===== src/rtl/uart_tx_fifo_if.sv =====
// uart_tx_fifo_if
// Groups the byte-write side, the status flags and the UART transmitter
// handshake of uart_tx_fifo into one bundle.
//   slave  modport : the FIFO itself (takes writes, drives status and tx byte)
//   master modport : the producer / transmitter side that talks to the FIFO
// Signals:
//   wr_en, wr_data  : byte write strobe and data
//   ovf_clr         : clears the sticky overflow flag
//   full, empty     : occupancy flags
//   level           : number of stored bytes (AW+1 bits)
//   overflow        : sticky "a write was dropped" flag
//   new_data        : byte request to the transmitter
//   tx_data         : byte presented to the transmitter
//   donetx          : transmitter frame-complete level
//   busy            : FIFO is feeding the transmitter (state SEND)
interface uart_tx_fifo_if #(
    parameter int DEPTH = 16
);
    localparam int AW = $clog2(DEPTH);

    logic          wr_en;
    logic [7:0]    wr_data;
    logic          ovf_clr;
    logic          full;
    logic          empty;
    logic [AW:0]   level;
    logic          overflow;
    logic          new_data;
    logic [7:0]    tx_data;
    logic          donetx;
    logic          busy;

    modport slave (
        input  wr_en, wr_data, ovf_clr, donetx,
        output full, empty, level, overflow, new_data, tx_data, busy
    );

    modport master (
        output wr_en, wr_data, ovf_clr, donetx,
        input  full, empty, level, overflow, new_data, tx_data, busy
    );
endinterface


===== src/rtl/uart_tx_fifo.sv =====
// uart_tx_fifo
// Byte FIFO in front of a UART transmitter. Bytes are written through the
// bus interface, stored in a circular buffer and handed to the transmitter
// one at a time. A two-state FSM (IDLE/SEND) pops the head whenever the
// transmitter is idle, and pops the next byte on the rising edge of donetx
// so that frames can run back to back.
// Ports:
//   clk : system clock, rising edge
//   rst : synchronous, active-high reset
//   bus : uart_tx_fifo_if.slave (write side, status flags, tx handshake)
module uart_tx_fifo #(
    parameter int DEPTH = 16
) (
    input  logic           clk,
    input  logic           rst,
    uart_tx_fifo_if.slave  bus
);
    localparam int AW = $clog2(DEPTH);

    typedef enum logic [0:0] {
        S_IDLE = 1'b0,
        S_SEND = 1'b1
    } state_t;

    logic [7:0]    r_mem [DEPTH];
    logic [AW-1:0] r_wr_ptr;
    logic [AW-1:0] r_rd_ptr;
    logic [AW:0]   r_level;
    logic          r_full;
    logic          r_empty;
    logic          r_overflow;
    logic          r_donetx_d;
    logic          r_new_data;
    logic [7:0]    r_tx_data;
    logic          r_busy;
    state_t        r_state;

    logic          w_push;
    logic          w_pop;
    logic          w_drop;
    logic          w_done_edge;
    logic [AW:0]   w_level_nxt;

    // Handshake decode: accepted write, dropped write, donetx rising edge, pop.
    // The pop decision uses the registered empty flag, so a write in the same
    // cycle cannot be popped until the following cycle.
    assign w_push      = bus.wr_en & ~r_full;
    assign w_drop      = bus.wr_en &  r_full;
    assign w_done_edge = bus.donetx & ~r_donetx_d;
    assign w_pop       = ~r_empty & ((r_state == S_IDLE) | w_done_edge);

    // Next occupancy; a simultaneous push and pop leaves the level unchanged.
    always_comb begin
        w_level_nxt = r_level;
        case ({w_push, w_pop})
            2'b10:   w_level_nxt = r_level + (AW+1)'(1);
            2'b01:   w_level_nxt = r_level - (AW+1)'(1);
            default: w_level_nxt = r_level;
        endcase
    end

    // Byte storage; contents are not cleared by reset, only the pointers are.
    always_ff @(posedge clk) begin
        if (!rst && w_push) begin
            r_mem[r_wr_ptr] <= bus.wr_data;
        end
    end

    // Pointers, occupancy flags, sticky overflow and donetx delay.
    always_ff @(posedge clk) begin
        if (rst) begin
            r_wr_ptr   <= '0;
            r_rd_ptr   <= '0;
            r_level    <= '0;
            r_full     <= 1'b0;
            r_empty    <= 1'b1;
            r_overflow <= 1'b0;
            r_donetx_d <= 1'b0;
        end else begin
            r_donetx_d <= bus.donetx;
            if (w_push) begin
                r_wr_ptr <= r_wr_ptr + AW'(1);
            end
            if (w_pop) begin
                r_rd_ptr <= r_rd_ptr + AW'(1);
            end
            r_level <= w_level_nxt;
            r_full  <= (w_level_nxt == (AW+1)'(DEPTH));
            r_empty <= (w_level_nxt == (AW+1)'(0));
            // A dropped write wins over a clear in the same cycle.
            if (w_drop) begin
                r_overflow <= 1'b1;
            end else if (bus.ovf_clr) begin
                r_overflow <= 1'b0;
            end
        end
    end

    // Transmit FSM with registered new_data, tx_data and busy.
    always_ff @(posedge clk) begin
        if (rst) begin
            r_state    <= S_IDLE;
            r_new_data <= 1'b0;
            r_tx_data  <= 8'h00;
            r_busy     <= 1'b0;
        end else begin
            case (r_state)
                S_IDLE: begin
                    // donetx edges are ignored here; only occupancy matters.
                    if (!r_empty) begin
                        r_tx_data  <= r_mem[r_rd_ptr];
                        r_new_data <= 1'b1;
                        r_busy     <= 1'b1;
                        r_state    <= S_SEND;
                    end else begin
                        r_new_data <= 1'b0;
                        r_busy     <= 1'b0;
                    end
                end
                S_SEND: begin
                    if (w_done_edge && !r_empty) begin
                        r_tx_data  <= r_mem[r_rd_ptr];
                        r_new_data <= 1'b1;
                    end else if (w_done_edge) begin
                        r_new_data <= 1'b0;
                        r_busy     <= 1'b0;
                        r_state    <= S_IDLE;
                    end
                end
                default: begin
                    r_state    <= S_IDLE;
                    r_new_data <= 1'b0;
                    r_busy     <= 1'b0;
                end
            endcase
        end
    end

    assign bus.full     = r_full;
    assign bus.empty    = r_empty;
    assign bus.level    = r_level;
    assign bus.overflow = r_overflow;
    assign bus.new_data = r_new_data;
    assign bus.tx_data  = r_tx_data;
    assign bus.busy     = r_busy;
endmodule


===== src/flat_wrapper.sv =====
// flat-port wrapper written by rule: the top's interface ports become plain ports
module uart_tx_fifo_flat 
#(
    parameter int DEPTH = 16
)
  (clk, rst, bus_wr_en, bus_wr_data, bus_ovf_clr, bus_donetx, bus_full, bus_empty, bus_level, bus_overflow, bus_new_data, bus_tx_data, bus_busy);
  uart_tx_fifo_if #(.DEPTH(DEPTH)) bus_i ();
  input  logic clk;
  input  logic rst;
  input wire logic [$bits(bus_i.wr_en)-1:0] bus_wr_en;
  input wire logic [$bits(bus_i.wr_data)-1:0] bus_wr_data;
  input wire logic [$bits(bus_i.ovf_clr)-1:0] bus_ovf_clr;
  input wire logic [$bits(bus_i.donetx)-1:0] bus_donetx;
  output wire logic [$bits(bus_i.full)-1:0] bus_full;
  output wire logic [$bits(bus_i.empty)-1:0] bus_empty;
  output wire logic [$bits(bus_i.level)-1:0] bus_level;
  output wire logic [$bits(bus_i.overflow)-1:0] bus_overflow;
  output wire logic [$bits(bus_i.new_data)-1:0] bus_new_data;
  output wire logic [$bits(bus_i.tx_data)-1:0] bus_tx_data;
  output wire logic [$bits(bus_i.busy)-1:0] bus_busy;
  assign bus_i.wr_en = bus_wr_en;
  assign bus_i.wr_data = bus_wr_data;
  assign bus_i.ovf_clr = bus_ovf_clr;
  assign bus_i.donetx = bus_donetx;
  assign bus_full = bus_i.full;
  assign bus_empty = bus_i.empty;
  assign bus_level = bus_i.level;
  assign bus_overflow = bus_i.overflow;
  assign bus_new_data = bus_i.new_data;
  assign bus_tx_data = bus_i.tx_data;
  assign bus_busy = bus_i.busy;
  uart_tx_fifo #(.DEPTH(DEPTH)) u_core (.clk(clk), .rst(rst), .bus(bus_i));
endmodule

===== config.mk =====
export PLATFORM = sky130hd
export DESIGN_NAME = uart_tx_fifo_flat
export DESIGN_NICKNAME = d
export VERILOG_FILES = /design/src/rtl/uart_tx_fifo_if.sv /design/src/rtl/uart_tx_fifo.sv /design/src/flat_wrapper.sv
export SDC_FILE = /design/constraint.sdc
export NUM_CORES = 1
export LEC_CHECK = 0
export CORE_MARGIN = 4
export CORE_UTILIZATION = 57
export DETAILED_ROUTE_END_ITERATION = 6
export DONT_BUFFER_PORTS = 1
export PLACE_DENSITY = 0.82
export SYNTH_ARGS = -nofsm -noshare
export SYNTH_HDL_FRONTEND = slang
export SYNTH_SLANG_ARGS = --single-unit

===== constraint.sdc =====
create_clock -name clk -period 2.7 [get_ports clk]
set_input_delay 0.405 -clock clk [delete_from_list [all_inputs] [get_ports clk]]
set_output_delay 0.405 -clock clk [all_outputs]
set_load 0.02 [all_outputs]

==> After elaboration in Yosys (flattened, before gate mapping) <==
Memory sizes are Yosys's and may differ from the RTL's. A register that Yosys moved wholly into a read port is not among the register bits.
Cells that the tools add are included.
{ "totals": {"ram_bits": 128, "ff_bits": 28, "memories": 1} }
{ "memory_table": {"columns": ["memory", "depth", "word_bits", "rd", "rd_ports_with_merged_regs", "wr", "line", "rtl"], "rows": [
  ["u_core.r_mem", 16, 8, 1, 1, 1, "uart_tx_fifo.sv:25", "logic [7:0] r_mem [DEPTH];"]
]} }
{ "classes": {"reduce_logical": 8, "eq_ne": 8, "n_addsub": 4, "n_mux": 19, "bitwise": 9} }
{ "op_table": {"columns": ["cell", "count"], "rows": [
  ["$mux W8", 2],
  ["$pmux W8 S2", 1],
  ["$mux W1", 10],
  ["$pmux W5 S2", 1],
  ["$add A4 B1 Y4 const B", 2],
  ["$mux W4", 2],
  ["$ne A2 B2 Y1 const B", 4],
  ["$pmux W1 S2", 3],
  ["$add A5 B1 Y5 const B", 1],
  ["$eq A5 B5 Y1 const B", 1],
  ["$logic_not A5 Y1", 1],
  ["$sub A5 B1 Y5 const B", 1],
  ["$and A1 B1 Y1", 4],
  ["$not A1 Y1", 4],
  ["$reduce_and A2 Y1", 2],
  ["$ne A3 B3 Y1 const B", 1],
  ["$eq A2 B1 Y1 const B", 1],
  ["$eq A2 B2 Y1 const B", 1],
  ["$logic_and A1 B1 Y1", 2],
  ["$logic_not A1 Y1", 2],
  ["$reduce_bool A2 Y1", 1],
  ["$or A1 B1 Y1", 1]
]} }

==> Depth between registers and ports, before layout <==
Gate-level depths: netlist of the first run.
{ "depth": {"depth_word": 7, "mapped_depth": 12} }

==> Least setup slack after synthesis of the first run <==
No wires, ideal clock.
{ "synth_path": {"path_kind": "input to register", "startpoint": "input bus_donetx", "endpoint": "register u_core.r_empty (netlist: u_core.bus.empty)", "path_buffers": 2, "setup_slack_ps": 117, "arrival_ps": 2514, "stages": 12, "path_cell_list": "nand2b_1 a21oi_1 buf_2 ha_1 buf_2 xor2_1 ha_1 a21oi_1 mux2i_1 xor2_1 o211ai_1 a21oi_1"} }
{ "synth_between": {"elab_chain_cells": 6} }
{ "synth_lines": {"columns": ["element", "line", "rtl"], "rows": [
  ["start, declared", "flat_wrapper.sv:13", "input wire logic [$bits(bus_i.donetx)-1:0] bus_donetx;"],
  ["$and A1 B1 Y1 *", "uart_tx_fifo.sv:49", "assign w_done_edge = bus.donetx & ~r_donetx_d;"],
  ["$or A1 B1 Y1 *", "uart_tx_fifo.sv:50", "assign w_pop = ~r_empty & ((r_state == S_IDLE) | w_done_edge);"],
  ["$and A1 B1 Y1 *", "uart_tx_fifo.sv:50", null],
  ["$eq A2 B1 Y1 or $eq A2 B2 Y1 (tied branches)", "uart_tx_fifo.sv:55", "case ({w_push, w_pop})"],
  ["$pmux W5 S2 *", "uart_tx_fifo.sv:55", null],
  ["$logic_not A5 Y1 *", "uart_tx_fifo.sv:89", "r_empty <= (w_level_nxt == (AW+1)'(0));"],
  ["end signal, assigned", "uart_tx_fifo.sv:89", null],
  ["end, declared", "uart_tx_fifo.sv:30", "logic r_empty;"]
]} }
Every way passes the cells marked *; elsewhere a longest branch is shown, timed or not.
A chain may end at the register's enable or synchronous reset.

==> Worst setup path after layout of the first run <==
{ "layout_path": {"startpoint": "register u_core.r_donetx_d", "endpoint": "register u_core.r_empty (netlist: u_core.bus.empty)"} }
{ "layout_between": {"elab_chain_cells": 7} }
{ "layout_lines": {"columns": ["element", "line", "rtl"], "rows": [
  ["start, declared", "uart_tx_fifo.sv:32", "logic r_donetx_d;"],
  ["start signal, assigned", "uart_tx_fifo.sv:80", "r_donetx_d <= bus.donetx;"],
  ["$not A1 Y1 *", "uart_tx_fifo.sv:49", null],
  ["$and A1 B1 Y1 *", "uart_tx_fifo.sv:49", null],
  ["$or A1 B1 Y1 *", "uart_tx_fifo.sv:50", null],
  ["$and A1 B1 Y1 *", "uart_tx_fifo.sv:50", null],
  ["$eq A2 B1 Y1 or $eq A2 B2 Y1 (tied branches)", "uart_tx_fifo.sv:55", null],
  ["$pmux W5 S2 *", "uart_tx_fifo.sv:55", null],
  ["$logic_not A5 Y1 *", "uart_tx_fifo.sv:89", null]
]} }
Marks and branches as above.

==> results of run 1 <==
## worst max path at each step
| stage | startpoint | endpoint |
|---|---|---|
| 5_1_grt | u_core.r_donetx_d | u_core.bus.empty |
| 3_5_place_dp | bus_donetx | u_core.bus.empty |
| 3_3_place_gp | bus_donetx | u_core.bus.empty |
| 4_1_cts | u_core.r_donetx_d | u_core.bus.empty |
| 6_report | u_core.r_donetx_d | u_core.bus.empty |
| 2_1_floorplan | bus_donetx | u_core.bus.empty |
## critical path: cells and delay by family, from the launching register on
family | cells | cell delay, ns
AO/OA/AOI/OAI | 4 | 0.77
adder cells (fa/ha/maj) | 2 | 0.60
XOR/XNOR | 2 | 0.36
flip-flops | 1 | 0.30
multiplexers | 1 | 0.24
AND/OR/NAND/NOR | 1 | 0.15
## registers in the layout, indices dropped and copies added (netlist names), 4 cells and up, named ones only
signal / count
u_core.r_wr_ptr: 4
u_core.bus.tx_data: 8
u_core.r_rd_ptr: 4
u_core.r_mem: 128
u_core.bus.level: 5
## repair_timing
action / in CTS / in global routing
gates resized for setup: 0 / 1
endpoints found under the hold margin: 155 / 1
hold buffers: 10 / 1
setup endpoints to repair: 0 / 1
## metrics by stage
| stage | utilization | total power, µW | setup WS (ns) | instances | hold WS (ns) |
|---|---|---|---|---|---|
| 2_1_floorplan | - | 4190 | 0.117 | 363 | 0.440 |
| 3_3_place_gp | 0.598 | 4320 | 0.308 | 497 | 0.448 |
| 3_5_place_dp | 0.598 | 4380 | 0.214 | 497 | 0.471 |
| 4_1_cts | 0.661 | 6760 | 0.166 | 539 | 0.000773 |
| 5_1_grt | 0.662 | 7040 | 0.0477 | 541 | 0.0428 |
| 6_report | 0.662 | 6730 | 0.224 | 541 | 0.0636 |
## layout by cell type, fill, tap and decap left out, types with 2 or more instances in the layout
master,Yosys,routed
edfxtp_1,128,128
nor2_1,44,44
dfxtp_1,32,31
mux4_2,20,20
nand2_1,18,18
a22oi_1,16,16
clkbuf_16,0,16
mux2i_1,13,13
mux4_1,12,12
buf_4,0,12
dlygate4sd3_1,0,11
ha_1,9,8
xor2_1,7,7
a21oi_1,6,6
nor2b_1,6,6
inv_1,4,4
xnor2_1,3,3
bufinv_16,0,3
clkinv_1,0,3
nand2b_1,2,2
nand3b_1,2,2
nand3_1,2,2
nand4_1,2,2
nor3b_1,2,2
clkinvlp_4,0,2
clkinv_2,0,2
clkinv_4,0,2
## metal layers
metal  routed length (µm)  track usage  up-vias
met2                 6060        0.317      155
met4                  180       0.0713        0
met1                 4990        0.280     1686
li1                     -            -     1468
met3                 1030       0.0844       21
met5                    0            0        -
## power groups by stage
| stage | clock [µW] | sequential [µW] | combinational [µW] |
|---|---|---|---|
| 3_5_place_dp | 0 | 3130 | 1250 |
| 2_1_floorplan | 0 | 3080 | 1110 |
| 3_3_place_gp | 0 | 3130 | 1200 |
| 5_1_grt | 2490 | 3100 | 1440 |
| 4_1_cts | 2360 | 3090 | 1310 |
| 6_report | 2330 | 3080 | 1320 |
## cells by family after synthesis
logic type	synth area share
flip-flops	0.708
AND/OR/NAND/NOR	0.0589
multiplexers	0.143
AO/OA/AOI/OAI	0.0364
buffers and inverters	0.0219
XOR/XNOR	0.0138
adder cells (fa/ha/maj)	0.0178
## area by class of cell
class	instances	area [µm²]	share of cell area
antenna	1	2.50	0.000349
clock buffer	18	418	0.0582
clock inverter	14	164	0.0228
inverter	5	18.8	0.00262
multi-input combinational	180	1710	0.239
sequential	160	4490	0.625
tap	140	175	0.0244
timing repair buffer	23	200	0.0279
## cells in the mapped netlist, drive strengths merged
cell type	instances
nor2b	6
a21boi	1
o21a	1
nor4bb	1
inv	5
nand2	18
nor2	44
xnor2	3
nand2b	2
and4b	1
nor3b	2
dfxtp	32
o2111ai	1
or3	1
o211ai	1
clkbuf	6
a21o	1
a21oi	6
a22oi	16
nand3b	2
mux2	1
nor3	1
buf	12
o21ai	2
edfxtp	128
and2	1
nand4	2
nand3	2
ha	9
mux2i	13
a211oi	2
mux4	32
xor2	7
o2111a	1
==> impl_metrics.ini, run 1 <==
[timing]
maxSlewHeadroom = 0.380
rsz0062_at_grt = false
tightest_slew_ns = 0.927
setup_viol = 0
finalHoldViolations = 0
max_freq_ghz = 0.404
slew_viol_final = 0
period_share = 0.917
setup_tns_ns = 0
period_minus_slack_ns = 2.48
fin_skew_ns = 0.00879

[die]
start_util = 0.584
die_w_um = 113
die-area_mm2 = 0.0129
die_h_um = 113
ios = 31
core-area_mm2 = 0.0108
rows = 38

[setup_path]
cp_common_cell = a21oi_1
cp-start-kind = flip-flop
crit_path_top_delay_cell = ha_2
ff2ff_path_depth = 10
r2r_slack_ns = 0.22
required_ns = 3.16
cp_cell_sequence = nand2b_1 -> a21oi_1 -> ha_2 -> xor2_1 -> ha_1 -> a21oi_1 -> mux2i_1 -> xor2_1 -> o211ai_1 -> a21oi_1
cp-end-kind = flip-flop
r2r_start = u_core.r_donetx_d
crit_type = reg2reg
crit_path_max_fanout = 10
r2r-end = u_core.bus.empty
critPathArrivalTime_ns = 2.94
critical_path.max_stage_delay_ns = 0.35

[place]
gp_congestion = 0.782
dp_hpwl_um = 7480
port_buffers = 0
placed_area_mm2 = 0.00648

[pwr]
p_per_area_mw_per_mm2 = 938
power.net_switching_uw = 1880
p_int_uw = 4860
cellLeakagePower_uw = 0.00243
clockPowerShare = 0.346
p_comb_frac = 0.196
seqPwrFrac = 0.458
ir_drop_v = 0.000549
swShare = 0.279

[logic_synthesis]
synth-seq-area-share = 0.708
avgSynthCellArea_um2 = 17.4
ys_types = 42
syn-num-nets = 385
syn_inst = 363
synth_area_leaders = edfxtp_1 (61%), dfxtp_1 (10%), mux4_2 (7.1%), mux4_1 (5.0%), nor2_1 (2.6%)
synth_area_mm2 = 0.00633
synth_area_leader_cell = edfxtp_1
synth.ff_latch_count = 160
synth-warning-count = 0
synth_top_area_share = 0.607

[clocking]
cts_tree = built
clk_pin_slew_ns = 0.06
clk_latency_ns = 0.53
cts_sinks = 160
cts_max_path_buffers = 2
cts_root_buffer = clkbuf_8
cts_max_level = 4
cts_setup_buffers = 0
cts_buffers = 17

[drt]
drc = 0
first_iter_violations = 312
ant_nets = 0
num_vias = 3330
wirelength_um = 12300
wire_per_inst_um = 22.7
viasPerCell = 6.16
dr.pass1.iters = 5

[grt]
grt_usage = 0.209
grt_max_degree = 33
grt-ovfl-total = 0
grt_pass1_wl_um = 19300
first_global_vias = 3328
antenna_found_initial = 1

[finish]
fillers = 678
final_area_mm2 = 0.00718
drive_gt1_frac = 0.163
syn_to_final_growth_pct = 13.3
layout.nets = 409

[hold_path]
hold_path.class = in2reg
min_delay_path_depth = 2
whs_endpoint = u_core.bus.overflow
min_from = bus_ovf_clr

[outcome]
status = finished, final reports clean

[flow_run]
drv_cap = 0
(Power assumes the default switching activity.)
==> run 2: changes to the inputs <==
--- a/config.mk
+++ b/config.mk
@@ -5,11 +5,13 @@
 export SDC_FILE = /design/constraint.sdc
 export NUM_CORES = 1
 export LEC_CHECK = 0
+export ABC_CLOCK_PERIOD_IN_PS = 2700
 export CORE_MARGIN = 4
 export CORE_UTILIZATION = 57
 export DETAILED_ROUTE_END_ITERATION = 6
 export DONT_BUFFER_PORTS = 1
 export PLACE_DENSITY = 0.82
+export RECOVER_POWER = 25
 export SYNTH_ARGS = -nofsm -noshare
 export SYNTH_HDL_FRONTEND = slang
 export SYNTH_SLANG_ARGS = --single-unit
==> results of run 2 <==
Final layout, timing and power as in run 1 (identical DEF).
